## src/rtl/bank_cmd_seq.sv

```systemverilog
// bank_cmd_seq: sequences one host read or write command at a time into a
// bank controller. It issues w_en/mac_en, waits out the command-to-sense-amp
// pipeline, captures the sensed column data (reads only) and holds a
// response until the host takes it.
//
// Parameters
//   LAT     cycles of bank controller pipeline between issue and sense (>= 1)
//   TO_CYC  CAPTURE watchdog limit in cycles (>= 1, used with the macro only)
//
// Ports
//   clk, rst            single clock; synchronous active-high reset
//   req_valid/ready     host command handshake (ready only while idle)
//   req_write, req_mac  command type (1 = write) and mode (1 = MAC)
//   w_en, mac_en        registered controls to the bank controller
//   sa_en, sa_out       per-column sense enables and sensed data
//   rsp_valid/ready     response handshake
//   rsp_data            read data, 8'h00 for writes and timeouts
//   rsp_write           echo of the command type
//   rsp_err             watchdog timeout flag
//   op_cnt              completed responses, wraps at 16 bits
//
// Build option
//   BANK_SEQ_TIMEOUT_EN  adds a CAPTURE watchdog; without it CAPTURE waits
//                        forever and rsp_err is tied to 0.
//
// state    | meaning
// ---------+-------------------------------------------------------------
// IDLE     | ready for a command
// ISSUE    | one cycle with w_en/mac_en presented to the bank controller
// WAIT     | counting down the controller pipeline latency
// CAPTURE  | read only: waiting for all columns to report sa_en
// RESP     | response held until the host accepts it

module bank_cmd_seq #(
    parameter int LAT    = 2,
    parameter int TO_CYC = 15
) (
    input  logic        clk,
    input  logic        rst,
    input  logic        req_valid,
    output logic        req_ready,
    input  logic        req_write,
    input  logic        req_mac,
    output logic        w_en,
    output logic        mac_en,
    input  logic [7:0]  sa_en,
    input  logic [7:0]  sa_out,
    output logic        rsp_valid,
    input  logic        rsp_ready,
    output logic [7:0]  rsp_data,
    output logic        rsp_write,
    output logic        rsp_err,
    output logic [15:0] op_cnt
);

    // Elaboration-time guard: both counters below assume at least one cycle.
    if (LAT < 1 || TO_CYC < 1) begin : g_param_check
        $error("bank_cmd_seq: LAT and TO_CYC must both be >= 1");
    end

    localparam int WCW = (LAT > 1) ? $clog2(LAT) : 1;

    typedef enum logic [2:0] {
        S_IDLE,
        S_ISSUE,
        S_WAIT,
        S_CAPTURE,
        S_RESP
    } state_t;

    state_t         state_q;
    state_t         state_d;
    logic [WCW-1:0] wait_cnt;
    logic           accept;
    logic           sa_full;
    logic           rsp_fire;
    logic           wd_expired;

    assign accept   = req_valid & req_ready;
    assign rsp_fire = rsp_valid & rsp_ready;
    assign sa_full  = (sa_en == 8'hFF);

    always_ff @(posedge clk) begin
        if (rst) begin
            state_q <= S_IDLE;
        end else begin
            state_q <= state_d;
        end
    end

    always_comb begin
        state_d   = state_q;
        req_ready = 1'b0;
        rsp_valid = 1'b0;
        case (state_q)
            S_IDLE: begin
                req_ready = 1'b1;
                if (req_valid) begin
                    state_d = S_ISSUE;
                end
            end
            S_ISSUE: begin
                state_d = S_WAIT;
            end
            S_WAIT: begin
                if (wait_cnt == '0) begin
                    state_d = rsp_write ? S_RESP : S_CAPTURE;
                end
            end
            S_CAPTURE: begin
                if (sa_full || wd_expired) begin
                    state_d = S_RESP;
                end
            end
            S_RESP: begin
                rsp_valid = 1'b1;
                if (rsp_ready) begin
                    state_d = S_IDLE;
                end
            end
            default: begin
                state_d = S_IDLE;
            end
        endcase
    end

    // Command latch, issue strobes, capture register and op counter.
    // rsp_write doubles as the latched command type for the WAIT decision.
    always_ff @(posedge clk) begin
        if (rst) begin
            wait_cnt  <= '0;
            w_en      <= 1'b0;
            mac_en    <= 1'b0;
            rsp_data  <= 8'h00;
            rsp_write <= 1'b0;
            op_cnt    <= 16'h0000;
        end else begin
            // w_en is only ever high during the single ISSUE cycle.
            w_en <= accept ? req_write : 1'b0;

            if (accept) begin
                mac_en    <= req_mac;
                rsp_write <= req_write;
                rsp_data  <= 8'h00;
            end

            if (state_q == S_ISSUE) begin
                wait_cnt <= WCW'(LAT - 1);
            end else if (state_q == S_WAIT && wait_cnt != '0) begin
                wait_cnt <= wait_cnt - WCW'(1);
            end

            if (state_q == S_CAPTURE && sa_full) begin
                rsp_data <= sa_out;
            end

            if (rsp_fire) begin
                op_cnt <= op_cnt + 16'd1;
            end
        end
    end

`ifdef BANK_SEQ_TIMEOUT_EN
    localparam int TCW = (TO_CYC > 1) ? $clog2(TO_CYC) : 1;

    logic [TCW-1:0] wd_cnt;
    logic           rsp_err_q;

    // Loaded on CAPTURE entry; a capture and an expiry on the same cycle
    // resolve in favour of the capture.
    assign wd_expired = (state_q == S_CAPTURE) && !sa_full && (wd_cnt == '0);
    assign rsp_err    = rsp_err_q;

    always_ff @(posedge clk) begin
        if (rst) begin
            wd_cnt    <= '0;
            rsp_err_q <= 1'b0;
        end else begin
            if (state_q == S_WAIT && state_d == S_CAPTURE) begin
                wd_cnt <= TCW'(TO_CYC - 1);
            end else if (state_q == S_CAPTURE && wd_cnt != '0) begin
                wd_cnt <= wd_cnt - TCW'(1);
            end

            if (accept) begin
                rsp_err_q <= 1'b0;
            end else if (wd_expired) begin
                rsp_err_q <= 1'b1;
            end
        end
    end
`else
    assign wd_expired = 1'b0;
    assign rsp_err    = 1'b0;
`endif

endmodule

```

## config.mk

```make
export PLATFORM = sky130hd
export DESIGN_NAME = bank_cmd_seq
export DESIGN_NICKNAME = d
export VERILOG_FILES = /design/src/rtl/bank_cmd_seq.sv
export SDC_FILE = /design/constraint.sdc
export NUM_CORES = 1
export LEC_CHECK = 0
export BUFFER_PORTS_ARGS = -buffer_cell sky130_fd_sc_hd__buf_2
export CAP_MARGIN = 20
export CORE_ASPECT_RATIO = 1.5
export CORE_MARGIN = 4
export CORE_UTILIZATION = 36
export DETAILED_ROUTE_END_ITERATION = 10
export PLACE_DENSITY_LB_ADDON = 0.2
export SLEW_MARGIN = 20
export SYNTH_ARGS = -nofsm -noshare
export SYNTH_HDL_FRONTEND = slang
export SYNTH_SLANG_ARGS = --single-unit
```

## constraint.sdc

```tcl
create_clock -name clk -period 1.7 [get_ports clk]
set_input_delay 0.17 -clock clk [delete_from_list [all_inputs] [get_ports clk]]
set_output_delay 0.17 -clock clk [all_outputs]
set_load 0.05 [all_outputs]
```

==> impl_metrics.json <==
{
  "grt_max_degree": 23,
  "routed_wl_mm": 3.42,
  "yosysSeqAreaShare_pct": 43.1,
  "post_synth.cell_area_avg_sq_um": 8.33,
  "report.final.slew_viol_count": 0,
  "syn2layout_area_growth_pct": 32.9,
  "ys_ff_latch": 31,
  "dp_cells": 267,
  "rsz0062_at_grt": "no",
  "seqPwrFrac_pct": 47.9,
  "hold_start": "sa_out[5]",
  "vias": 1411,
  "crit_arrival_ns": 1.46,
  "startpoint_type": "flop",
  "clock_latency_ns": 0.28,
  "io_pins": 52,
  "internal-power_mw": 1.14,
  "power.leakage_nw": 0.772,
  "syn_inst": 173,
  "final_util_pct": 50.6,
  "clock-sinks": 31,
  "synth_ff_type": "dfxtp_1",
  "cts_buffers": 5,
  "die_w_um": 59.7,
  "setup_viol": 0,
  "design_area_sq_um": 1920,
  "grt_pass1_wl_mm": 5.99,
  "rows": 27,
  "max_freq_mhz": 612,
  "crit_family": "buffers and inverters",
  "h-tree-depth": 2,
  "fin_cells": 274,
  "hold_viol": 0,
  "ff2ff_path_depth": 4,
  "dr.pass1.iters": 4,
  "track_usage_pct": 14.9,
  "reg2reg_from": "state_q[0]$_SDFFE_PP0P_",
  "synth_edf_count": 0,
  "post_cts_buffers": 0,
  "power_density_nw_per_um2": 831,
  "place.gp.congestion": 0.744,
  "clkTransAtPathRegs_ns": 0.06,
  "final.setup.tns_ns": 0,
  "drt_iter0_markers": 30,
  "max_stage_delay_ns": 0.42,
  "wl_per_cell_um": 12.5,
  "switchingPower_mw": 0.452,
  "worst-r2r-setup-slack_ns": 0.08,
  "portBuffers": 50,
  "ys_types": 36,
  "status": "complete, no violations",
  "hpwl_mm": 2.58,
  "cts_tree": "yes",
  "cp_max_fo": 4,
  "cap_violations": 0,
  "core_sq_um": 3780,
  "path_buf_inv": 4,
  "power_mw": 1.59,
  "drive_gt1_share_pct": 36.8,
  "antenna_found_initial": 0,
  "synth_nets": 196,
  "grt_pass1_vias": 1402,
  "pwr-share-clk_pct": 33.7,
  "power_switching_share_pct": 28.4,
  "fin_nets": 254,
  "overflow": 0,
  "p_comb_share_pct": 18.4,
  "ant_nets": 0,
  "cts_buffer_depth": 2,
  "r2r_end": "op_cnt[15]$_SDFFE_PP0P_",
  "synth_warnings": 0,
  "critPathKind": "flop to output pin",
  "ctsHoldBuffers": 0,
  "worstPathRequired_ns": 1.53,
  "fin_skew_ns": 0.00275,
  "num_antenna_cells": 0,
  "die_h_um": 85.5,
  "drc": 0,
  "period_share_pct": 96.1,
  "async_reset_ff_share_pct": 0,
  "crit_chain": "buf_4, or3b_4, buf_6, inv_2, buf_8",
  "viasPerCell": 5.15,
  "holdPathEnd": "rsp_data[5]$_SDFFE_PP0P_",
  "dieArea_sq_um": 5100,
  "slowest_stage": "or3b_4",
  "ctsRootBufferMaster": "clkbuf_8",
  "period_minus_slack_ns": 1.63,
  "end_kind": "output pin",
  "vdd_drop_max_mv": 0.515,
  "start_util_pct": 38.1,
  "place_area_sq_um": 1820,
  "syn-cell-area_sq_um": 1440,
  "holdPathStages": 3,
  "hp-class": "input port to flop"
}
-- cells in the mapped netlist, types with 3 or more instances --
| cell | instances | area (sq um) |
|---|---|---|
| dfxtp_1 | 31 | 621 |
| a21oi_1 | 21 | 105 |
| nand2_1 | 21 | 78.8 |
| nor2_1 | 13 | 48.8 |
| clkbuf_1 | 9 | 33.8 |
| nand3b_1 | 9 | 67.6 |
| o21ai_0 | 7 | 35.0 |
| xnor2_1 | 7 | 61.3 |
| nand3_1 | 6 | 30.0 |
| or3_1 | 6 | 37.5 |
| inv_1 | 5 | 18.8 |
| nand4_1 | 5 | 31.3 |
| nor3_1 | 3 | 15.0 |
| nor4_1 | 3 | 18.8 |
-- sequential cells by signal, indices dropped and copies added, names as in the netlist --
signal,count
rsp_data,8
wait_cnt,1
state_q,3
mac_en,1
op_cnt,16
rsp_write,1
w_en,1
-- what timing repair did --
action,CTS,global route
pin swaps,0,1
endpoints found under the setup margin,1,2
resized for setup,2,5
hold endpoints to repair,0,0
-- cell type report --
type / instances / area [sq um]
repair buffers: 63 / 362
flip-flops and latches: 31 / 639
clock buffers: 7 / 76.3
fillers: 389 / 1870
inverters: 5 / 18.8
well taps: 43 / 53.8
multi-input cells: 125 / 766
-- worst register-to-register path: stages (launching register included) --
cell and delay, ns:
dfxtp_1 0.33, nand4bb_4 0.20, or3_4 0.41, or4_1 0.47
a21oi_1 0.15
-- placed cells by master, fill, tap and decap left out, drive strengths merged, types with 2 or more instances in the layout --
| cell | instances |
|---|---|
| nand3b | 9 |
| xor2 | 2 |
| or3 | 6 |
| nor3b | 2 |
| nand3 | 6 |
| nand4 | 5 |
| xnor2 | 7 |
| clkbuf | 7 |
| nand2b | 2 |
| a21oi | 21 |
| nor2 | 13 |
| buf | 63 |
| nor4 | 3 |
| nand2 | 21 |
| and4 | 3 |
| inv | 5 |
| dfxtp | 31 |
| nor3 | 3 |
| o21ai | 7 |
-- per-stage QoR --
stage          setup slack, ns  hold WS [ns]
2_1_floorplan          -0.0354         0.287
3_3_place_gp            0.0803         0.412
3_5_place_dp            0.0727         0.418
4_1_cts                 0.0159         0.119
5_1_grt                 0.0167         0.131
6_report                0.0670         0.127
-- routing by layer --
metal  vias to the layer above  part of all wire (%)  track usage [%]
met5                         -                     0                0
li1                        717                     -                -
met1                       648                    41             15.7
met3                         6                   7.8             5.42
met2                        40                    50             26.1
met4                         0                   1.6             5.44
-- kinds of logic after synthesis --
family,synth area share [%]
buffers and inverters,5.03
xor gates and xnor gates,5.47
other,0.260
and+or+nand+nor,32.2
AOI/OAI and AO/OA,13.1
adders and majority gates,0.868
DFF,43.1
-- power groups by stage --
stage | clock, mW | sequential, mW | combinational (mW)
2_1_floorplan | 0 | 0.800 | 0.179
3_3_place_gp | 0 | 0.777 | 0.290
3_5_place_dp | 0 | 0.778 | 0.291
4_1_cts | 0.554 | 0.762 | 0.294
5_1_grt | 0.581 | 0.765 | 0.324
6_report | 0.537 | 0.762 | 0.293
-- worst max-delay path by stage --
| stage | start | end | cells after the start |
|---|---|---|---|
| 2_1_floorplan | op_cnt[3]$_SDFFE_PP0P_ | op_cnt[15]$_SDFFE_PP0P_ | 5 |
| 3_3_place_gp | state_q[0]$_SDFFE_PP0P_ | op_cnt[15]$_SDFFE_PP0P_ | 4 |
| 3_5_place_dp | state_q[0]$_SDFFE_PP0P_ | op_cnt[15]$_SDFFE_PP0P_ | 4 |
| 4_1_cts | state_q[1]$_SDFFE_PP0P_ | rsp_valid | 5 |
| 5_1_grt | state_q[1]$_SDFFE_PP0P_ | rsp_valid | 5 |
| 6_report | state_q[1]$_SDFFE_PP0P_ | rsp_valid | 5 |
(Power assumes the default switching activity.)
